**config.mk**
```make
export PLATFORM = sky130hd
export DESIGN_NAME = prio_enc_arb
export DESIGN_NICKNAME = d
export VERILOG_FILES = /design/src/rtl/prio_enc_arb.sv
export SDC_FILE = /design/constraint.sdc
export NUM_CORES = 1
export LEC_CHECK = 0
export ABC_CLOCK_PERIOD_IN_PS = 2050
export BUFFER_PORTS_ARGS = -buffer_cell sky130_fd_sc_hd__buf_2
export CORE_MARGIN = 4
export CORE_UTILIZATION = 45
export DETAILED_ROUTE_END_ITERATION = 8
export PLACE_DENSITY_LB_ADDON = 0.3
export SYNTH_ARGS = -nofsm -noshare
export SYNTH_HDL_FRONTEND = slang
export SYNTH_SLANG_ARGS = --single-unit
```
**constraint.sdc**
```tcl
create_clock -name clk -period 2.05 [get_ports clk]
set_input_delay 0.41 -clock clk [delete_from_list [all_inputs] [get_ports clk]]
set_output_delay 0.41 -clock clk [all_outputs]
set_load 0.01 [all_outputs]
```
**src/rtl/prio_enc_arb.sv**
```systemverilog
`default_nettype none
// +----------------------------------------------------------------------+
// | prio_enc_arb: registered N-input priority encoder / round-robin      |
// | arbiter with a held valid/ready grant output.                        |
// | Rev 1.0                                                              |
// +----------------------------------------------------------------------+
module prio_enc_arb #(
    parameter  int N  = 8,
    localparam int IW = $clog2(N)
) (
    input  logic          clk,
    input  logic          rst_n,
    input  logic [N-1:0]  req,
    input  logic          mode,
    input  logic          out_ready,
    output logic          out_valid,
    output logic [IW-1:0] out_idx,
    output logic [N-1:0]  out_onehot,
    output logic [IW-1:0] last_idx
);

    typedef enum logic [0:0] {
        S_IDLE = 1'b0,
        S_HOLD = 1'b1
    } state_t;

    localparam logic [N-1:0] C_ONE = {{(N-1){1'b0}}, 1'b1};

    state_t        r_state;
    state_t        w_state_d;
    logic          r_valid;
    logic          w_valid_d;
    logic [IW-1:0] r_idx;
    logic [IW-1:0] w_idx_d;
    logic [N-1:0]  r_onehot;
    logic [N-1:0]  w_onehot_d;
    logic [IW-1:0] r_last;
    logic [IW-1:0] w_last_d;

    logic [IW-1:0] w_ptr;
    logic [N-1:0]  w_mask;
    logic [N-1:0]  w_masked;
    logic [IW-1:0] w_win_idx;
    logic          w_any_req;

    function automatic logic [IW-1:0] f_highest(input logic [N-1:0] v);
        logic [IW-1:0] idx;
        idx = '0;
        for (int i = 0; i < N; i++) begin
            if (v[i]) begin
                idx = IW'(i);
            end
        end
        return idx;
    endfunction

    // On an accept the pointer is the grant being retired, not the stale last_idx.
    assign w_ptr     = (r_state == S_HOLD) ? r_idx : r_last;
    assign w_any_req = |req;

    // Indices below the pointer form the upper priority band; falling back to
    // the full vector gives the wrap N-1..p without any modulo arithmetic.
    for (genvar i = 0; i < N; i++) begin : g_mask
        assign w_mask[i] = (IW'(i) < w_ptr);
    end

    assign w_masked  = req & w_mask;
    assign w_win_idx = (mode && (|w_masked)) ? f_highest(w_masked) : f_highest(req);

    always_comb begin
        w_state_d  = r_state;
        w_valid_d  = r_valid;
        w_idx_d    = r_idx;
        w_onehot_d = r_onehot;
        w_last_d   = r_last;
        case (r_state)
            S_IDLE: begin
                if (w_any_req) begin
                    w_valid_d  = 1'b1;
                    w_idx_d    = w_win_idx;
                    w_onehot_d = C_ONE << w_win_idx;
                    w_state_d  = S_HOLD;
                end
            end
            S_HOLD: begin
                if (out_ready) begin
                    w_last_d = r_idx;
                    if (w_any_req) begin
                        w_idx_d    = w_win_idx;
                        w_onehot_d = C_ONE << w_win_idx;
                    end else begin
                        w_valid_d  = 1'b0;
                        w_onehot_d = '0;
                        w_state_d  = S_IDLE;
                    end
                end
            end
            default: begin
                w_state_d = S_IDLE;
            end
        endcase
    end

    always_ff @(posedge clk or negedge rst_n) begin
        if (!rst_n) begin
            r_state  <= S_IDLE;
            r_valid  <= 1'b0;
            r_idx    <= '0;
            r_onehot <= '0;
            r_last   <= '0;
        end else begin
            r_state  <= w_state_d;
            r_valid  <= w_valid_d;
            r_idx    <= w_idx_d;
            r_onehot <= w_onehot_d;
            r_last   <= w_last_d;
        end
    end

    assign out_valid  = r_valid;
    assign out_idx    = r_idx;
    assign out_onehot = r_onehot;
    assign last_idx   = r_last;

endmodule
`default_nettype wire

```
==> impl_metrics.tcl <==
set metrics [dict create \
    slowest_delay_ns 0.45 \
    final_layout_size_suffix_gt1_frac 0.449 \
    post_drt_via_cell_ratio 5.73 \
    die_w_um 53.6 \
    track_usage 0.198 \
    yosys_warnings 0 \
    port_buffers 26 \
    violations "setup timing" \
    p_leak_nw 0.643 \
    synth_nets 108 \
    rsz0062_at_grt "true" \
    first_pass_iters 5 \
    fin_crit_sh 1.10 \
    wl_per_cell_um 14.6 \
    grt_max_degree 17 \
    clock-sinks 16 \
    final_nets 161 \
    antenna_found_initial 0 \
    synthesis.area_um2 937 \
    period_minus_slack_ns 2.26 \
    post-place-ws_ns -0.144 \
    setup_viol 11 \
    clk_latency_ns 0.28 \
    cp.required_ns 2.22 \
    rows 16 \
    hold_path.class "input pin to async pin" \
    cts_tree "built" \
    cp_num_buf_inv 1 \
    worst_slack_ns -0.210 \
    dp_hpwl_um 2000 \
    synth_cells 96 \
    path_cells "buf_4 -> o31ai_1 -> a21oi_1 -> o21bai_1 -> a21boi_4 -> mux2_4 -> a32o_1" \
    hold_viol 0 \
    worst-path-max-fanout 8 \
    cts_buffers 3 \
    max_slew_margin 0.711 \
    drt_iter0_drc 34 \
    place.gp.congestion 0.891 \
    drv_cap 0 \
    area_growth_pct 42.6 \
    vias 997 \
    clockRootBuffer "clkbuf_4" \
    final_common_cell "buf_2" \
    fin_worst_skew_ns 0.00113 \
    max_freq_ghz 0.443 \
    fin_util 0.681 \
    grt_overflow 0 \
    path_clk_slew_ns 0.09 \
    endpoint_kind "flop" \
    grt_pass1_wl_um 4100 \
    dieArea_um2 2880 \
    wirelength_um 2550 \
    arrival_ns 2.43 \
    p_per_area_nw_per_um2 762 \
    synth_seq_area_share 0.427 \
    crit_family "compound AO/OA/AOI/OAI gates" \
    drcViolationCount 0 \
    setup.worst_path.class "flop to flop" \
    irDropWorstVdd_mv 0.613 \
    yosys_register_bits 16 \
    grt_pass1_vias 944 \
    hold_ws_ns 0.0291 \
    ios 27 \
    status "finished with violations" \
    final_cell_mix "26 x buf_2, 23 x buf_4, 15 x dfrtp_1" \
    start_util 0.478 \
    synth_area_per_cell_um2 9.76 \
    crit_slowest_cell "dfrtp_2" \
    hold_buffers 0 \
    core_um2 1960 \
    antenna_left 0 \
    worst_setup_path_start_kind "flop" \
    netlist-cell-type-count 33 \
    htreeDepth 1 \
    slew_violations 0 \
    worst_pin_slew_ns 0.434 \
    clockBufferDepth 2 \
    die_y_um 53.6 \
    antennaDiodeCount 0 \
]
synthesized netlist by cell type (all sizes together):
cell	n	share of area
a21boi	1	0.020
a21oi	6	0.032
a221o	2	0.021
a221oi	2	0.025
a22oi	1	0.0080
a32o	6	0.064
and3	1	0.0067
and3b	1	0.0093
buf	1	0.0053
dfrtp	16	0.43
inv	7	0.028
mux2	5	0.064
mux2i	2	0.021
nand2	9	0.036
nand2b	3	0.020
nand3b	1	0.0080
nor2	8	0.032
nor3	3	0.016
nor3b	2	0.016
o211ai	2	0.016
o21a	1	0.0080
o21ai	8	0.043
o21bai	1	0.0080
o311ai	1	0.0093
o31a	1	0.0093
o31ai	1	0.0080
o32a	1	0.011
o32ai	1	0.0093
o41ai	1	0.0093
or4	1	0.0080
kinds of logic (layout without fill, tap and decap cells):
kind of cell           count (synthesis)  count (layout)  synth area share
AND/OR/NAND/NOR                       29              29             0.152
multiplexers                           7               7            0.0854
buffers and inverters                  8              59            0.0334
flip-flops                            16              16             0.427
AO/OA/AOI/OAI                         36              36             0.302
path summary, 6_finish.rpt:
check	cells after the start	to	slack [ns]	startpoint
setup reg to reg	7	out_onehot[6]	-0.21	r_state
setup / recovery	7	out_onehot[6]	-0.21	r_state
max in group asynchronous	1	r_state	1.74	rst_n
hold / removal	1	last_idx[0]	0.03	rst_n
min in group clk	4	r_state	0.44	out_ready
hold reg to reg	1	out_onehot[5]	0.50	out_onehot[5]
worst reg2reg max path: cells and delay by family (launching register included):
family | cells | cell delay (ns)
AO/OA/AOI/OAI | 5 | 1.19
flip-flops | 1 | 0.45
multiplexers | 1 | 0.35
buffers and inverters | 1 | 0.17
layer usage:
layer  vias to the layer above  track usage  part of all wire
li1                        474            -                 -
met1                       472        0.243              0.41
met2                        47        0.349              0.50
met3                         4       0.0360             0.071
met4                         0       0.0596             0.014
met5                         -            0                 0
metrics by stage:
step                      area (um2)  TNS (ns)  power [mW]  cells
after floorplan                  937    -0.247       0.623     96
after global placement          1260    -0.593       0.816    170
after detailed placement        1260     -1.08       0.826    170
after CTS                       1320     -1.03        1.01    174
after global routing            1340     -2.20        1.08    174
final                           1340     -1.40        1.02    174
registers in the layout (all words and copies together) (netlist names):
| signal | count |
|---|---|
| out_onehot | 8 |
| last_idx | 3 |
| out_idx | 3 |
| out_valid | 1 |
| r_state | 1 |
final cells by class:
class	count	area (um2)
flip-flops and latches	16	402
fillers	179	626
inverters	7	26.3
repair buffers	49	303
well taps	27	33.8
clock buffers	3	22.5
multi-input cells	72	549
power by group:
part / total, mW / switching, mW / leakage, nW / internal (mW)
registers: 0.413 / 0.0452 / 0.194 / 0.368
clock network: 0.163 / 0.0950 / 0.0138 / 0.0681
logic: 0.443 / 0.219 / 0.435 / 0.224
total: 1.02 / 0.359 / 0.643 / 0.660
repair_timing:
item                                    in CTS  in global routing
setup buffers                                1                  0
pin swaps                                    0                  2
endpoints found under the setup margin      10                 11
endpoints found under the hold margin        0                  0
gates resized for setup                      6                  4
Power figures use the tool's default switching activity.
